`config.mk`:
```
export PLATFORM = sky130hd
export DESIGN_NAME = ittage_update_buffer
export DESIGN_NICKNAME = d
export VERILOG_FILES = /design/src/rtl/ittage_update_buffer_pkg.sv /design/src/rtl/ittage_upd_filter.sv /design/src/rtl/ittage_update_buffer.sv
export SDC_FILE = /design/constraint.sdc
export NUM_CORES = 1
export LEC_CHECK = 0
export ABC_AREA = 1
export BUFFER_PORTS_ARGS = -buffer_cell sky130_fd_sc_hd__buf_4
export CAP_MARGIN = 20
export CORE_UTILIZATION = 55
export CTS_BUF_LIST = sky130_fd_sc_hd__clkbuf_8
export CTS_CLUSTER_SIZE = 12
export DETAILED_ROUTE_END_ITERATION = 16
export PLACE_DENSITY = 0.72
export SYNTH_ARGS = -nofsm -noshare
export SYNTH_HDL_FRONTEND = slang
export SYNTH_SLANG_ARGS = --single-unit
```
`constraint.sdc`:
```
create_clock -name clk -period 11.03 [get_ports clk]
set_input_delay 0.5515 -clock clk [delete_from_list [all_inputs] [get_ports clk]]
set_output_delay 0.5515 -clock clk [all_outputs]
set_load 0.02 [all_outputs]
```
`src/rtl/ittage_update_buffer_pkg.sv`:
```
// Shared frontend types for the ITTAGE commit-side update buffer:
// branch type encoding, ITTAGE prediction metadata and the update record.
package ittage_update_buffer_pkg;

  localparam int VADDR_W    = 39;
  localparam int OFFSET_W   = 20;
  localparam int REGION_W   = VADDR_W - OFFSET_W - 1;
  localparam int GHIST_W    = 16;
  localparam int PROVIDER_W = 4;
  localparam int CTR_W      = 2;

  typedef enum logic [2:0] {
    NOT_CFI,
    COND,
    DIRECT,
    CALL,
    RET,
    INDIRECT,
    INDIRECT_CALL
  } branch_type_e;

  // Targets are stored split into a shared region and per-entry halfword offset.
  typedef struct packed {
    logic [PROVIDER_W-1:0] provider;
    logic [REGION_W-1:0]   region;
    logic [OFFSET_W-1:0]   offset;
    logic [OFFSET_W-1:0]   alt_offset;
    logic [CTR_W-1:0]      ctr;
  } ittage_meta_t;

  typedef struct packed {
    logic [VADDR_W-1:0] start_addr;
    logic [VADDR_W-1:0] target_pc;
    logic [GHIST_W-1:0] sc_ghist;
    logic               tail_taken;
    branch_type_e       br_type;
    ittage_meta_t       meta;
  } ittage_upd_entry_t;

  function automatic logic is_indirect(branch_type_e t);
    return (t == INDIRECT) || (t == INDIRECT_CALL);
  endfunction

endpackage

```
`src/rtl/ittage_upd_filter.sv`:
```
// Combinational relevance filter: keep a commit record only if ITTAGE would
// change state on it (taken indirect jump/call that is not a no-op rewrite).
module ittage_upd_filter
  import ittage_update_buffer_pkg::*;
(
  input  ittage_upd_entry_t entry_i,
  output logic              keep_o
);

  logic [VADDR_W-1:0] main_pc;
  logic [VADDR_W-1:0] alt_pc;
  logic               noop;

  assign main_pc = {entry_i.meta.region, entry_i.meta.offset, 1'b0};
  assign alt_pc  = {entry_i.meta.region, entry_i.meta.alt_offset, 1'b0};

  // Saturated provider already pointing at the right target would rewrite identical state.
  assign noop = (|entry_i.meta.provider)
              & (main_pc == entry_i.target_pc)
              & (alt_pc == entry_i.target_pc)
              & (&entry_i.meta.ctr);

  assign keep_o = entry_i.tail_taken & is_indirect(entry_i.br_type) & ~noop;

endmodule

```
`src/rtl/ittage_update_buffer.sv`:
```
// First-word-fall-through staging FIFO feeding the ITTAGE update port.
// Define ITTAGE_UPD_BYPASS_EN to forward a keep record straight to the output when empty.
module ittage_update_buffer
  import ittage_update_buffer_pkg::*;
#(
  parameter int DEPTH  = 8,
  parameter int FCNT_W = 16
) (
  input  logic                    clk,
  input  logic                    rst,
  input  logic                    in_valid_i,
  output logic                    in_ready_o,
  input  ittage_upd_entry_t       in_entry_i,
  output logic                    out_valid_o,
  input  logic                    out_ready_i,
  output ittage_upd_entry_t       out_entry_o,
  output logic [$clog2(DEPTH):0]  occupancy_o,
  output logic [FCNT_W-1:0]       filtered_cnt_o
);

  localparam int PTR_W = $clog2(DEPTH);
  localparam int CNT_W = PTR_W + 1;
  localparam logic [CNT_W-1:0] FULL = CNT_W'(DEPTH);

  ittage_upd_entry_t mem_q [DEPTH];

  logic [PTR_W-1:0]  wptr_q, wptr_d;
  logic [PTR_W-1:0]  rptr_q, rptr_d;
  logic [CNT_W-1:0]  occ_q, occ_d;
  logic [FCNT_W-1:0] fcnt_q, fcnt_d;

  logic keep;
  logic consumed;
  logic stored_valid;
  logic push;
  logic pop;

  ittage_upd_filter u_filter (
    .entry_i (in_entry_i),
    .keep_o  (keep)
  );

  assign in_ready_o   = (occ_q != FULL);
  assign consumed     = in_valid_i & in_ready_o;
  assign stored_valid = (occ_q != '0);
  assign pop          = stored_valid & out_ready_i;

`ifdef ITTAGE_UPD_BYPASS_EN
  logic bypass;

  // An empty buffer with a ready consumer hands the record straight through.
  assign bypass      = consumed & keep & ~stored_valid & out_ready_i;
  assign push        = consumed & keep & ~bypass;
  assign out_valid_o = stored_valid | bypass;
  assign out_entry_o = bypass ? in_entry_i : mem_q[rptr_q];
`else
  assign push        = consumed & keep;
  assign out_valid_o = stored_valid;
  assign out_entry_o = mem_q[rptr_q];
`endif

  // NOTE: always_comb assigns every output a default first so no latch can be inferred.
  always_comb begin
    wptr_d = wptr_q;
    rptr_d = rptr_q;
    occ_d  = occ_q;
    fcnt_d = fcnt_q;
    if (push) wptr_d = wptr_q + 1'b1;
    if (pop)  rptr_d = rptr_q + 1'b1;
    case ({push, pop})
      2'b10:   occ_d = occ_q + 1'b1;
      2'b01:   occ_d = occ_q - 1'b1;
      default: occ_d = occ_q;
    endcase
    if (consumed && !keep && !(&fcnt_q)) fcnt_d = fcnt_q + 1'b1;
  end

  // NOTE: sequential state uses non-blocking assignments so every flop samples pre-edge values.
  always_ff @(posedge clk or negedge rst) begin
    if (!rst) begin
      wptr_q <= '0;
      rptr_q <= '0;
      occ_q  <= '0;
      fcnt_q <= '0;
    end else begin
      wptr_q <= wptr_d;
      rptr_q <= rptr_d;
      occ_q  <= occ_d;
      fcnt_q <= fcnt_d;
    end
  end

  // NOTE: the entry array is deliberately not reset; occupancy alone qualifies its contents.
  always_ff @(posedge clk) begin
    if (push) mem_q[wptr_q] <= in_entry_i;
  end

  assign occupancy_o    = occ_q;
  assign filtered_cnt_o = fcnt_q;

endmodule

```
# Word level (Yosys, flattened, before mapping)
# Memories as Yosys holds them, arrays and structs flattened.
# Cells that the tools add are included.
totals:
  ff_bits: 26
  mem_bits_rw: 1296
  input_bits: 166
  output_inout_bits: 184
  wordCells: 39
  n_memories: 1
classes:
  addsub: 5
  n_eq_ne: 7
  mux: 3
  bitwise: 9
  n_reduce_logical: 10
mem_list:
  columns: ["name", "depth", "word_bits", "read_ports", "rd_ports_with_merged_regs", "write_ports", "line_no", "source"]
  rows:
  - ["mem_q", 8, 162, 1, 0, 1, "ittage_update_buffer.sv:25", "ittage_upd_entry_t mem_q [DEPTH];"]
ops:
  columns: ["operator", "count"]
  rows:
  - ["equality test 39 bit", 2]
  - ["adder 16 x 1 -> 16 bit, second input constant", 1]
  - ["AND reduction 16 bit", 1]
  - ["AND 1 bit", 8]
  - ["case mux 4 bit (2 select lines)", 1]
  - ["adder 3 x 1 -> 3 bit, second input constant", 2]
  - ["equality test 3 bit, second input constant", 2]
  - ["adder 4 x 1 -> 4 bit, second input constant", 1]
  - ["!= test 4 bit, second input constant", 1]
  - ["nonzero test 4 bit", 1]
  - ["OR reduction 4 bit", 1]
  - ["subtractor 4 x 1 -> 4 bit, second input constant", 1]
  - ["equality test 2 x 1 -> 1 bit, second input constant", 1]
  - ["equality test 2 bit, second input constant", 1]
  - ["logical AND 1 bit", 2]
  - ["zero test 1 bit", 2]
  - ["two-way mux 1 bit", 2]
  - ["AND reduction 2 bit", 1]
  - ["nonzero test 2 bit", 1]
  - ["logical OR 1 bit", 1]
  - ["NOT 1 bit", 1]

# Logic depth before layout (Yosys ltp)
# Gate-level depths: netlist of the first run.
depth:
  ltp_word: 9
  ltp_mapped: 17
  mapped_depth_nobuf: 17

# By module
# From an unflattened synthesis of the first run, not the netlist that was laid out.
unflattened:
  hier_cells: 4498
  area_unflattened_um2: 53447.5
modules_own_cells:
  columns: ["module", "n_inst", "cells_per_inst", "area_per_inst_um2"]
  rows:
  - ["ittage_update_buffer", 1, 4203, 52282.6]
  - ["ittage_upd_filter", 1, 295, 1164.9]

# Worst setup path after synthesis of the first run
# OpenSTA, ideal clock, no wires.
synth_path:
  path_kind: "register to register"
  startpoint: "reg occ_q[1], in the netlist occupancy_o[1]"
  endpoint: "mem mem_q[0][0] (netlist bit) (enable)"
  setup_ps: 686
  arrival_ps: 8126
  required_time_ps: 10344
  setup_slack_ps: 2218
  path_stages_with_launch: 9
  n_path_buf: 0
  synth_period_minus_slack_ps: 8812
  path_cell_list: "dfrtp_1 -> nor2_1 -> nand3_1 -> nand2_1 -> inv_2 -> nand3_2 -> inv_2 -> nand2_1 -> nor2_1"
synth_via:
  elab_chain_cells: 5
synth_rtl:
  columns: ["element", "line_no", "source"]
  rows:
  - ["start: declaration", "ittage_update_buffer.sv:29", "logic [CNT_W-1:0] occ_q, occ_d;"]
  - ["start signal: assignment", "ittage_update_buffer.sv:83", "occ_q <= '0;"]
  - ["start signal: assignment", "ittage_update_buffer.sv:88", "occ_q <= occ_d;"]
  - ["!= test 4 bit", "ittage_update_buffer.sv:43", "assign in_ready_o = (occ_q != FULL);"]
  - ["net in_ready_o", "ittage_update_buffer.sv:12", "output logic in_ready_o,"]
  - ["AND 1 bit", "ittage_update_buffer.sv:44", "assign consumed = in_valid_i & in_ready_o;"]
  - ["AND 1 bit", "ittage_update_buffer.sv:57", "assign push = consumed & keep;"]
  - ["two-way mux 1 bit", "ittage_update_buffer.sv:95", "if (push) mem_q[wptr_q] <= in_entry_i;"]
  - ["two-way mux 1 bit (implied by the code)", "ittage_update_buffer.sv:95", null]
  - ["end: declaration", "ittage_update_buffer.sv:25", null]
# The timed path passes the listed nets, and every way through them passes these cells.

==> impl_metrics.csv, run 1 <==
group,metric,value,unit
timing,fin_hold_ws,135,ps
power_and_ir_drop,p_leak,0.0213,uW
global_routing,grtUsageTotal,0.262,
finish,final_common_cell,"edfxtp_1",
power_and_ir_drop,switching_share,0.382,
timing,slew_headroom,0.0837,
route,dr.pass1.iters,5,
cts,path_clk_slew,60,ps
route,drt-wirelength-per-cell,21.2,um
cts,cts_buffer_depth,3,
flow_run,drv_cap,0,
power_and_ir_drop,p_comb_frac,0.375,
cts,htreeDepth,4,
timing,finClkSkew,45.2,ps
power_and_ir_drop,power.total,14900,uW
critical_path,cpLargestDelayFamily,"buffers and inverters",
finish,drive_gt1_frac,0.139,
route,num_vias,34528,
critical_path,startpoint_type,"flop",
route,vias_per_cell,5.70,
critical_path,crit_arrival,4940,ps
floorplan,num_rows,112,
critical_path,path_buf_inv,4,
critical_path,worstPathCellList,"buf_4 -> buf_4 -> buf_4 -> o21ai_0 -> o22ai_1 -> nor2_1 -> a31oi_1 -> buf_4",
yosys,ys_types,35,
finish,nNetsFinal,4825,
critical_path,crit_required,10480,ps
placed_design,hpwl,66700,um
floorplan,die_height,311,um
finish,fin_util,0.651,
cts,root_buffer,"clkbuf_8",
critical_path,worst-path-max-fanout,70,
finish,design_area,61100,um2
placed_design,io_buffers,349,
timing,rsz0062_at_grt,"false",
floorplan,die_area,96600,um2
global_routing,grt_pass1_vias,33371,
finish,final_cell_mix,"edfxtp_1 (1296), nor2_1 (1179), o21ai_0 (591)",
power_and_ir_drop,vdd_drop_max,0.000216,V
route,drt_iter0_markers,3249,
floorplan,die_w,311,um
timing,max_freq,0.182,GHz
critical_path,critPathMaxStageDelay,820,ps
power_and_ir_drop,intPower,9220,uW
timing,period_needed,5490,ps
yosys,synth_top_cell_by_area,"edfxtp_1",
floorplan,core_area,93900,um2
placed_design,gp_congestion,0.810,
yosys,yosys_register_bits,1322,
timing,finalCritPeriodShare,0.498,
yosys,synth_fp_nets,4317,
yosys,synthesis.area,52400,um2
global_routing,grt-ovfl-total,0,
floorplan,ioPinCount,350,
power_and_ir_drop,power_switching,5710,uW
floorplan,start_util,0.558,
global_routing,antenna_found_initial,11,
finish,syn2layout_area_growth,16.5,%
timing,hold_violations,0,
cts,cts_tree,"yes",
cts,clk-insertion-delay-late,900,ps
min_path,hold_path.class,"input pin to async pin",
yosys,yosys_warnings,0,
critical_path,cp_slowest_cell,"buf_4",
power_and_ir_drop,clock_power_share,0.241,
yosys,syn_avg_cell_area,12.7,um2
timing,setup_violations,0,
yosys,netlist_instances,4145,
global_routing,grt_pass1_wl,193000,um
critical_path,cp_common_cell,"buf_4",
route,totalWireLength,128000,um
timing,max_slew.worst_pin.slew,1370,ps
outcome,outcome,"complete, no violations",
yosys,ys_seq_area_frac,0.755,
placed_design,postPlaceCellArea,55900,um2
timing,setup_tns,0,ps
yosys,yosys-top-cells-area,"edfxtp_1 (74%), nor2_1 (8.5%), o21ai_0 (5.6%), a31oi_1 (1.9%), o22ai_1 (1.9%)",
cts,clock-sinks,1322,
critical_path,end_kind,"primary output",
route,ant_nets,0,
timing,drv_slew,0,
critical_path,crit_type,"flop to primary output",
power_and_ir_drop,pwr_density_cell,244,nW/um2
global_routing,grt_max_degree,289,
yosys,yosys.area.top_type_share,0.742,
cts,numCtsBuffers,201,
cts,ctsResizeCount,0,
finish,num-fill-cells,6867,
power_and_ir_drop,p_seq_frac,0.384,
route,drc,0,
-- final cells by class --
class,instances,area [um2],share of cell area
antenna,5,12.5,0.000205
tap,1254,1570,0.0257
timing repair buffer,558,4620,0.0757
clock buffer,201,2770,0.0453
inverter,102,419,0.00686
clock inverter,143,739,0.0121
sequential,1322,39600,0.648
multi-input combinational,2468,11400,0.186
-- sequential cells by signal, summed over array words and instances (netlist names) --
signal / cells
mem_q: 1296
filtered_cnt_o: 16
occupancy_o: 4
rptr_q: 3
wptr_q: 3
-- per-stage QoR --
step	worst slack (ps)	instances
3_3_place_gp	6300	5540
4_1_cts	5470	6048
2_1_floorplan	2220	4145
6_report	5540	6053
3_5_place_dp	6200	5540
5_1_grt	5310	6053
-- worst paths after layout --
path | from | endpoint | slack [ps] | cells past startpoint
worst max-delay path | rptr_q[1]$_DFFE_PN0P_ | out_entry_o[2] | 5540 | 8
worst min-delay path | rst | filtered_cnt_o[15]$_DFFE_PN0P_ | 140 | 2
worst max register to register | occupancy_o[1]$_DFFE_PN0P_ | mem_q[1][78]$_DFFE_PP_ | 6640 | 10
worst min register to register | filtered_cnt_o[1]$_DFFE_PN0P_ | filtered_cnt_o[1]$_DFFE_PN0P_ | 550 | 2
max in group asynchronous | rst | rptr_q[0]$_DFFE_PN0P_ | 10590 | 2
min in group clk | in_valid_i | filtered_cnt_o[15]$_DFFE_PN0P_ | 250 | 5
-- power by group through the flow --
stage	logic, uW	registers [uW]	clock network (uW)
after floorplan	3560	5820	0
after global placement	5460	5840	0
after detailed placement	5530	5840	0
after CTS	5600	5740	3660
after global routing	6060	5750	3870
final	5600	5740	3590
-- cells by family after synthesis --
kind of cell | after synthesis | synth area share
XOR/XNOR | 34 | 0.00568
AO/OA/AOI/OAI | 980 | 0.101
flip-flops | 1322 | 0.755
adder cells (fa/ha/maj) | 6 | 0.00143
buffers and inverters | 355 | 0.0297
AND/OR/NAND/NOR | 1448 | 0.107
-- timing repair --
action                                  CTS  global route
hold buffers                            164             0
buffers inserted                          0             0
endpoints found under the hold margin  1323             0
-- per-layer routing --
layer,vias up,wire length (um),GRT usage
met5,-,42,0
met4,8,3060,0.0910
met3,216,9080,0.0495
met2,1313,62200,0.429
met1,17040,53900,0.353
li1,15951,-,-
-- cell usage after synthesis, drive strengths merged --
library cell,number
xor2,12
nor3,4
edfxtp,1296
a21oi,3
o22ai,162
nand2,220
nor2,1192
nand4,20
dfrtp,26
clkinv,1
buf,120
a31oi,162
clkbuf,133
o21ai,652
ha,6
o21a,1
nand3,12
xnor2,22
inv,101
(Power assumes the default switching activity.)
==> inputs of run 2 (changes only) <==
clock period = 5.6 ns   (was 11.03 ns; I/O delays follow)
==> impl_metrics.csv, run 2 (synthesis results as in run 1) <==
group,metric,value,unit
outcome,outcome,"complete, no violations",
timing,fin_hold_ws,229,ps
critical_path,reg2regPathDepth,10,
finish,largest-register,"mem_q",
timing,max_slew.worst_pin.slew,1290,ps
timing,slew_headroom,0.143,
route,drt_iter0_markers,3335,
timing,period_needed,4310,ps
floorplan,core_area,93900,um2
global_routing,grt-ovfl-total,0,
placed_design,dp_cells,5550,
power_and_ir_drop,power.total,29700,uW
critical_path,r2r-start,"occupancy_o[1]$_DFFE_PN0P_",
floorplan,die_area,96600,um2
route,totalWireLength,130000,um
finish,fin_util,0.656,
critical_path,crit_type,"flop to primary output",
floorplan,num_rows,112,
cts,cts_buffer_depth,3,
timing,setup_tns,0,ps
global_routing,grt_pass1_wl,197000,um
route,vias_per_cell,5.67,
cts,numCtsBuffers,205,
finish,drive_gt1_frac,0.143,
cts,cts_tree,"yes",
timing,max_freq,0.232,GHz
power_and_ir_drop,p_leak,0.0215,uW
route,ant_nets,0,
floorplan,die_height,311,um
finish,final_common_cell,"edfxtp_1",
critical_path,startpoint_type,"flop",
power_and_ir_drop,vdd_drop_max,0.000605,V
cts,path_clk_slew,60,ps
flow_run,drv_cap,0,
critical_path,crit_end,"out_entry_o[127]",
route,num_vias,34520,
global_routing,grtUsageTotal,0.266,
floorplan,ioPinCount,350,
finish,syn2layout_area_growth,17.5,%
critical_path,worst-path-max-fanout,186,
critical_path,rrSetupSlack,2370,ps
critical_path,r2r-end,"mem_q[0][70]$_DFFE_PP_",
critical_path,crit_arrival,4030,ps
placed_design,io_buffers,349,
global_routing,grt_max_degree,316,
finish,nNetsFinal,4843,
timing,finalCritPeriodShare,0.770,
critical_path,crit_start,"rptr_q[1]$_DFFE_PN0P_",
route,drt-wirelength-per-cell,21.3,um
placed_design,hpwl,68100,um
cts,postCtsSetupRepairBufs,0,
finish,final_cell_mix,"edfxtp_1 (1296), nor2_1 (1179), o21ai_0 (591)",
critical_path,crit_required,5320,ps
timing,rsz0062_at_grt,"false",
timing,hold_violations,0,
critical_path,end_kind,"primary output",
route,drc,0,
power_and_ir_drop,pwr_density_cell,483,nW/um2
finish,largest_register_ffs,1296,
placed_design,gp_congestion,0.814,
finish,finalNonFillerCells,6090,
floorplan,start_util,0.558,
global_routing,antenna_found_initial,11,
timing,setup_violations,0,
cts,htreeDepth,4,
cts,clock-sinks,1322,
min_path,hold_path.class,"input pin to flop",
cts,root_buffer,"clkbuf_8",
timing,finClkSkew,31.0,ps
timing,drv_slew,0,
cts,clk-insertion-delay-late,830,ps
route,dr.pass1.iters,5,
global_routing,grt_pass1_vias,33582,
floorplan,die_w,311,um
-- run 2: changes by cell type in the layout (fill, tap and decap cells not counted), sizes merged --
cell,delta
buf,+12
bufinv,+1
clkbuf,+10
clkinv,+12
clkinvlp,-2
diode,+4
dlygate4sd3,+2
inv,-2
-- run 2: power breakdown --
part	switching (uW)	leakage (uW)	internal, uW
sequential	214	0.0120	11100
clock	3570	0.00214	3650
combinational	7550	0.00741	3660
total	11300	0.0215	18400
-- run 2: worst min-delay path by stage --
stage          slack (ps)                             end  depth (start not counted)            start
2_1_floorplan         -20   filtered_cnt_o[0]$_DFFE_PN0P_                          0              rst
3_3_place_gp          230   filtered_cnt_o[9]$_DFFE_PN0P_                          1              rst
3_5_place_dp          240  filtered_cnt_o[15]$_DFFE_PN0P_                          1              rst
4_1_cts               120          mem_q[6][71]$_DFFE_PP_                          2   in_entry_i[71]
5_1_grt               180         mem_q[2][147]$_DFFE_PP_                          2  in_entry_i[147]
6_report              230          mem_q[6][81]$_DFFE_PP_                          2   in_entry_i[81]
-- run 2: cell type report --
| type | instances | area [um2] |
|---|---|---|
| Fill cell | 6836 | 32300 |
| Timing Repair Buffer | 572 | 5020 |
| Sequential cell | 1322 | 39600 |
| Clock buffer | 211 | 2900 |
| Multi-Input combinational cell | 2468 | 11400 |
| Clock inverter | 152 | 731 |
| Antenna cell | 9 | 22.5 |
| Inverter | 102 | 419 |
| Tap cell | 1254 | 1570 |
-- run 2: worst max-delay path, stage by stage (launching register included) --
cell	delay (ps)
dfrtp_4	880
clkinv_8	890
buf_4	610
nor2_1	170
o21ai_0	110
a31oi_1	290
buf_4	200
-- run 2: timing repair --
action / CTS / global route
hold endpoints to repair: 1341 / 0
gates resized for setup: 0 / 0
hold buffers: 167 / 0
-- run 2: stage by stage --
step	cell area, um2	setup slack [ps]
after global routing	61600	1080
after floorplan	52500	-518
after detailed placement	56300	1950
after CTS	61600	1180
final	61600	1290
after global placement	56200	1850
-- run 2: per-layer routing --
metal | up-vias | GRT usage | part of all wire
met1 | 16991 | 0.364 | 0.42
met2 | 1307 | 0.438 | 0.49
met4 | 6 | 0.0859 | 0.021
met3 | 211 | 0.0455 | 0.071
li1 | 16005 | - | -
met5 | - | 0 | 0.00028
